File: src/rtl/load_return_unit.sv
// Load return unit: issues a word-aligned bus read for a load, then extracts and extends the addressed byte/halfword.
// Optional bus watchdog enabled by defining LOAD_TIMEOUT_EN.
module load_return_unit #(
  parameter int TIMEOUT = 16,
  parameter int CNT_W   = 5
) (
  input  logic        clk,
  input  logic        reset,
  input  logic        req,
  input  logic [31:0] addr,
  input  logic [2:0]  ld_op,
  input  logic        flush,
  output logic        rd_req,
  output logic [31:0] rd_addr,
  input  logic        rd_ack,
  input  logic [31:0] rd_data,
  output logic        busy,
  output logic        done,
  output logic [31:0] data_out,
  output logic        exc_adel,
  output logic        exc_bus
);

  localparam logic [2:0] OP_LW  = 3'd0;
  localparam logic [2:0] OP_LH  = 3'd1;
  localparam logic [2:0] OP_LHU = 3'd2;
  localparam logic [2:0] OP_LB  = 3'd3;
  localparam logic [2:0] OP_LBU = 3'd4;

  typedef enum logic [1:0] {S_IDLE, S_WAIT, S_DONE} state_t;

  state_t      r_state, w_next;
  logic        r_rd_req, r_done, r_exc_adel, r_exc_bus;
  logic [31:0] r_rd_addr, r_data_out;
  logic [1:0]  r_off;
  logic [2:0]  r_op;
  logic        w_misalign, w_accept, w_bad, w_complete, w_timeout, w_tmo;
  logic [31:0] w_ext;
  logic [15:0] w_half;
  logic [7:0]  w_byte;

  assign w_misalign = ((ld_op == OP_LW) && (addr[1:0] != 2'b00)) ||
                      (((ld_op == OP_LH) || (ld_op == OP_LHU)) && addr[0]) ||
                      (ld_op > OP_LBU);

`ifdef LOAD_TIMEOUT_EN
  logic [CNT_W-1:0] r_cnt;

  // Timeout fires on the TIMEOUT-th consecutive WAIT cycle without ack.
  assign w_tmo = (r_cnt == CNT_W'(TIMEOUT - 1));

  always_ff @(posedge clk or posedge reset) begin
    if (reset)
      r_cnt <= '0;
    else if (w_accept)
      r_cnt <= '0;
    else if (r_state == S_WAIT && !rd_ack)
      r_cnt <= r_cnt + 1'b1;
  end

  assign exc_bus = r_exc_bus;
`else
  assign w_tmo   = 1'b0;
  // Parameters only matter for the watchdog; this folds to constant 0.
  assign exc_bus = r_exc_bus && (CNT_W < 0) && (TIMEOUT < 0);
`endif

  always_ff @(posedge clk or posedge reset) begin
    if (reset) r_state <= S_IDLE;
    else       r_state <= w_next;
  end

  always_comb begin
    w_next     = r_state;
    w_accept   = 1'b0;
    w_bad      = 1'b0;
    w_complete = 1'b0;
    w_timeout  = 1'b0;
    case (r_state)
      S_IDLE: begin
        if (req) begin
          if (w_misalign) begin
            w_next = S_DONE;
            w_bad  = 1'b1;
          end else begin
            w_next   = S_WAIT;
            w_accept = 1'b1;
          end
        end
      end
      S_WAIT: begin
        // flush beats ack; ack beats timeout
        if (flush) begin
          w_next = S_IDLE;
        end else if (rd_ack) begin
          w_next     = S_DONE;
          w_complete = 1'b1;
        end else if (w_tmo) begin
          w_next    = S_DONE;
          w_timeout = 1'b1;
        end
      end
      S_DONE:  w_next = S_IDLE;
      default: w_next = S_IDLE;
    endcase
  end

  always_comb begin
    w_half = r_off[1] ? rd_data[31:16] : rd_data[15:0];
    case (r_off)
      2'd0:    w_byte = rd_data[7:0];
      2'd1:    w_byte = rd_data[15:8];
      2'd2:    w_byte = rd_data[23:16];
      default: w_byte = rd_data[31:24];
    endcase
    case (r_op)
      OP_LH:   w_ext = {{16{w_half[15]}}, w_half};
      OP_LHU:  w_ext = {16'h0, w_half};
      OP_LB:   w_ext = {{24{w_byte[7]}}, w_byte};
      OP_LBU:  w_ext = {24'h0, w_byte};
      default: w_ext = rd_data;
    endcase
  end

  always_ff @(posedge clk or posedge reset) begin
    if (reset) begin
      r_rd_req   <= 1'b0;
      r_rd_addr  <= '0;
      r_off      <= '0;
      r_op       <= '0;
      r_done     <= 1'b0;
      r_exc_adel <= 1'b0;
      r_exc_bus  <= 1'b0;
      r_data_out <= '0;
    end else begin
      r_done     <= w_bad | w_complete | w_timeout;
      r_exc_adel <= w_bad;
      r_exc_bus  <= w_timeout;
      if (w_accept) begin
        r_rd_req  <= 1'b1;
        r_rd_addr <= {addr[31:2], 2'b00};
        r_off     <= addr[1:0];
        r_op      <= ld_op;
      end else if (r_state == S_WAIT && w_next != S_WAIT) begin
        r_rd_req <= 1'b0;
      end
      if (w_complete)
        r_data_out <= w_ext;
      else if (w_bad || w_timeout)
        r_data_out <= '0;
    end
  end

  assign rd_req   = r_rd_req;
  assign rd_addr  = r_rd_addr;
  assign busy     = (r_state != S_IDLE);
  assign done     = r_done;
  assign data_out = r_data_out;
  assign exc_adel = r_exc_adel;

endmodule
File: config.mk
export PLATFORM = sky130hd
export DESIGN_NAME = load_return_unit
export DESIGN_NICKNAME = d
export VERILOG_FILES = /design/src/rtl/load_return_unit.sv
export SDC_FILE = /design/constraint.sdc
export NUM_CORES = 1
export LEC_CHECK = 0
export CORE_ASPECT_RATIO = 1.5
export CORE_UTILIZATION = 45
export DETAILED_ROUTE_END_ITERATION = 6
export HOLD_SLACK_MARGIN = 0.02
export PLACE_DENSITY = 0.83
export REMOVE_ABC_BUFFERS = 1
export SETUP_SLACK_MARGIN = 0.5
export SKIP_CTS_REPAIR_TIMING = 1
export SYNTH_ARGS = -nofsm -noshare
export SYNTH_HDL_FRONTEND = slang
export SYNTH_SLANG_ARGS = --single-unit
File: constraint.sdc
create_clock -name clk -period 3.4 [get_ports clk]
set_input_delay 0.68 -clock clk [delete_from_list [all_inputs] [get_ports clk]]
set_output_delay 0.68 -clock clk [all_outputs]
set_load 0.01 [all_outputs]
=== Word-level counts from Yosys, hierarchy flattened ===
Cells that the tools add are included.

* Bits of input ports: 72
* Output and inout port bits: 69
* Bits in registers: 72
* Logic and storage cells: 54

* Magnitude comparators: 1
* Mux-type cells: 21
* Bitwise operators: 1
* Eq/ne operators: 10
* Reductions and logical operators: 13

{| class="wikitable"
|+ Operator list
! kind !! count
|-
| $pmux 32 s4 || 1
|-
| $mux 32 || 2
|-
| $pmux 8 s3 || 1
|-
| $mux 16 || 1
|-
| $mux 1 || 11
|-
| $eq 3x2->1 const B || 3
|-
| $mux 2 || 4
|-
| $reduce_bool 2->1 || 4
|-
| $eq 3x1->1 const B || 2
|-
| $eq 2x1->1 const B || 2
|-
| $logic_not 2->1 || 2
|-
| $pmux 2 s2 || 1
|-
| $eq 3x3->1 const B || 1
|-
| $gt 3x3->1 const B || 1
|-
| $logic_and 1x1->1 || 3
|-
| $logic_not 3->1 || 1
|-
| $logic_or 1x1->1 || 3
|-
| $eq 2x2->1 const B || 1
|-
| $ne 2x1->1 const B || 1
|-
| $or 1x1->1 || 1
|}

=== Longest topological paths before layout ===
* Depth after elaboration: 12
* Mapped depth: 7
* Depth with buffers taken out: 5

=== Least setup slack after synthesis ===
No wires, ideal clock.

* Path kind: input-to-reg
* Start: input addr[1]
* End: register r_rd_addr[10] (netlist: rd_addr[10])
* Buffers on the path: 1
* Stages: 6
* Setup slack: 1,468 ps
* Arrival: 1,807 ps
* Required time: 3,275 ps
* Setup time: 125 ps
* Cell sequence: nor2b_1 > o21bai_1 > a22o_1 > nand3_2 > buf_2 > mux2_2

* Longest elaborated chain between the ends: 7

{| class="wikitable"
|+ RTL lines
! element !! line !! source
|-
| from (decl) || 10 || <nowiki>input logic [31:0] addr,</nowiki>
|-
| $reduce_bool 2->1 || 42 || <nowiki>assign w_misalign = ((ld_op == OP_LW) && (addr[1:0] != 2'b00)) ||</nowiki>
|-
| $logic_and 1x1->1 || 42 ||
|-
| $logic_or 1x1->1 || 42 ||
|-
| $logic_or 1x1->1 || 43 || <nowiki>(((ld_op == OP_LH) || (ld_op == OP_LHU)) && addr[0]) ||</nowiki>
|-
| $mux 1 || 82 || <nowiki>if (w_misalign) begin</nowiki>
|-
| $mux 1 || 81 || <nowiki>if (req) begin</nowiki>
|-
| $mux 1 || 79 || <nowiki>case (r_state)</nowiki>
|-
| to (signal assigned) || 141 || <nowiki>r_rd_addr <= {addr[31:2], 2'b00};</nowiki>
|-
| to (decl) || 34 || <nowiki>logic [31:0] r_rd_addr, r_data_out;</nowiki>
|}

Every way passes these cells.
A chain may end at the register's enable or synchronous reset.

=== Worst setup path in the final report ===
* Start: input addr[1]
* End: register r_rd_addr[16] (netlist: rd_addr[16])

The elaborated chain is that of the path after synthesis.

==> results by group <==
Logic synthesis
  • Mapped cell area: 3704 um^2
  • Register area share after synthesis: around 49%
  • Synthesized flop and latch total: 72
  • Mapped Cells: 316
  • Yosys warns: 0
  • Unique masters post-synth: between 40 and 50
  • Synthesized area per cell: between 10 and 15 um^2

Route
  • Drc violations: 0
  • Post-route ant nets: 0
  • Wire length per cell: 17.35 um
  • Total wire length: between 9000 and 10000 um
  • Via count: approximately 3100
  • Routed vias/inst: about 5.5
  • Drt initial violations: 190
  • TritonRoute pass-1 iters: 4

Setup path
  • Startpoint types: input port
  • CP Capture Type: register
  • Critical R2R Capture: data_out[11]$_DFFE_PP0P_
  • Worst Path Required: between 3 and 4 ns
  • Worst flop-to-flop path startpoint: r_op[1]$_DFFE_PP0P_
  • Crit path kind: input port to register
  • R2r worst-path depth: 5
  • Reg2reg setup slack: 1.26 ns
  • Worst-path fanout max: 32
  • Worst path arrival time: around 2.5 ns

STA
  • Slew margin rel.: between 40% and 50%
  • Tcrit/Tclk final: 68.27%
  • Hold_ws: a little under 0.5 ns
  • Slew Viols, Final: 0
  • Final Critical Period: about 2.3 ns
  • Worst-Margin Slew: about 0.9 ns
  • Unrepaired setup endpoints after global routing: no
  • Clk_skew: ~0.0079 ns
  • Final-report setup violation count: 0
  • Min setup slack post-route: about 1.1 ns
  • Achievable Freq: 430.8 MHz
  • Final hold viol count: 0
  • Total negative slack: 0 ns

Placed design
  • Port buffer count: roughly 140
  • Placed Instances: between 500 and 600
  • Post-DP HPWL: ~7000 um
  • Place WS: between 0.7 and 0.8 ns
  • RePlAce Congestion: roughly 0.84

Die
  • Io pins: approximately 140
  • Die Span Y: 113.1 um
  • Initial cell density of the core: about 46%
  • Core area: 8008 um^2
  • Rows: 40
  • Die X: 76.07 um
  • DIE AREA: ~8600 um^2

CTS
  • Root buf cell: clkbuf_16
  • Max Root-Sink Buffers: 2
  • Sink Count: 72
  • H-Tree Level Count: 3
  • CTS buffer count: 9
  • Worst-path clk slew: ~0.050 ns
  • CTS tree: done
  • Later-pin clock latency in the skew report: 0.33 ns

Worst hold path
  • Hold Path Class: register to register
  • Hold_sp: rd_addr[6]$_DFFE_PP0P_
  • Endpoint of the worst hold path: rd_addr[6]$_DFFE_PP0P_
  • Worst hold stages: 1

Global route
  • First-pass GRT wire length: 15920 um
  • Largest net degree at the start of global routing: 43
  • Vias in the first global route: around 3300
  • Total gr overflow: 0
  • Initial antenna violation count: 0
  • Total track usage: a little under a quarter

Final layout
  • Layout area overhead: 46.86%
  • Layout cell share with drive strength beyond 1: approximately 15%
  • Antenna Cells: 0
  • Fin cells: approximately 560
  • Final nets: 520

Outcome
  • Status: completed

Pwr
  • Pwr per Cell Area: about 700 nW/um^2
  • Leak Pwr: about 2.3 nW
  • Maximum VDD drop: about 0.46 mV

Run
  • Max Cap Viol: 0
==> through the flow <==
stage               utilization, %  total power [mW]  cell area (um^2)
finish                       67.92             3.790              5439
global placement             63.48             2.644              5084
CTS                          67.92             3.813              5439
global route                 67.92             3.993              5439
floorplan                        -             1.995              3521
detailed placement           63.48             2.683              5084
==> state kept, by name (all words and copies together), names as in the netlist <==
name / cells
data_out: 32
rd_addr: 30
r_op: 3
r_off: 2
r_state: 2
done: 1
exc_adel: 1
rd_req: 1
==> cells in the final DEF, fill, tap and decap left out, types with 2 or more instances in the layout <==
cell type / instances
buf_4: 8
o32ai_1: 8
o21ai_0: 9
mux2_1: 2
clkdlybuf4s50_1: 137
conb_1: 3
clkbuf_8: 2
mux2_2: 34
xor2_1: 2
a21oi_1: 11
mux2i_1: 8
mux4_1: 7
inv_2: 2
o22ai_1: 8
nand2b_1: 3
inv_1: 19
dfrtp_1: 72
a22o_1: 10
nand2_1: 13
bufinv_16: 3
o2bb2ai_1: 31
nor2_1: 33
clkbuf_16: 9
==> power by group <==
group	internal [mW]	total (mW)	leakage (nW)	switching (mW)
clock network	0.755	1.11	0.172	0.358
registers	1.06	1.24	0.918	0.183
logic	0.781	1.43	1.25	0.652
total	2.60	3.79	2.34	1.19
==> worst max-delay path by stage <==
stage / end / startpoint / slack (ns) / cells past startpoint
after global placement: rd_addr[2]$_DFFE_PP0P_ / addr[1] / 0.80 / 7
after CTS: rd_addr[16]$_DFFE_PP0P_ / addr[1] / 1.07 / 7
after floorplan: data_out[10]$_DFFE_PP0P_ / r_op[1]$_DFFE_PP0P_ / 0.89 / 5
after global routing: rd_addr[27]$_DFFE_PP0P_ / addr[1] / 0.96 / 7
after detailed placement: rd_addr[16]$_DFFE_PP0P_ / addr[1] / 0.73 / 7
final: rd_addr[16]$_DFFE_PP0P_ / addr[1] / 1.08 / 7
==> synth_stat cells <==
cell	instances	area (um^2)
mux2_1	2	22.52
nand2_4	1	11.26
and2_1	1	6.260
o221a_2	1	11.26
o22ai_1	8	50.05
nor3b_4	1	18.77
inv_1	20	75.07
o2bb2ai_1	31	271.5
clkbuf_1	9	33.78
o31ai_1	1	7.510
mux4_2	1	22.52
clkbuf_8	3	41.29
nand2b_2	1	8.760
a221oi_1	1	8.760
buf_6	5	56.30
nand2b_1	3	18.77
or2_2	1	6.260
a21oi_1	11	55.05
buf_2	4	20.02
dfrtp_1	72	1802
dlygate4sd1_1	1	8.760
o21ai_1	1	5.000
buf_4	4	30.03
mux2i_1	8	80.08
inv_2	1	3.750
xnor2_1	1	8.760
nor2_2	1	6.260
conb_1	1	3.750
o21bai_1	1	7.510
o32ai_1	8	70.07
a22o_1	10	87.58
nand2_1	13	48.80
nor2b_1	1	6.260
mux4_1	7	183.9
nand3_2	1	10.01
mux2_2	34	382.9
o21ai_0	9	45.04
nor2_1	33	123.9
o21ai_4	1	16.27
xor2_1	2	17.52
a311o_1	1	10.01
==> area by class of cell <==
cell class / instances / area, um^2
tap: 105 / 131.4
clock inverter: 5 / 102.6
sequential: 72 / 1802
multi-input combinational: 199 / 1640
fill: 621 / 2569
inverter: 21 / 78.83
timing repair buffer: 145 / 1431
clock buffer: 11 / 252.7
==> routing by layer <==
layer | global-route usage (%) | vias to the layer above | share of wire, %
met5 | 0 | - | 0
met4 | 11.67 | 0 | 2.6
met2 | 41.64 | 122 | 53
li1 | - | 1410 | -
met1 | 26.32 | 1501 | 38
met3 | 7.581 | 23 | 7.0
==> critical path, cell delays in order <==
cell and delay, ns:
clkdlybuf4s50_1 0.47, nor2b_1 0.14, o21bai_1 0.09, a22o_1 0.23, nand3_2 0.15, buf_4 0.38, mux2_2 0.39
==> cells by family (layout without fill, tap and decap cells) <==
kind of cell,Yosys count,count (layout),synth area share (%)
compound gates,84,84,17.43
xor+xnor,3,3,0.7096
buf+inv,47,182,7.263
flops,72,72,48.65
mux,52,52,18.68
other cells,1,3,0.1013
simple gates,57,57,7.163
Power figures use the tool's default switching activity.
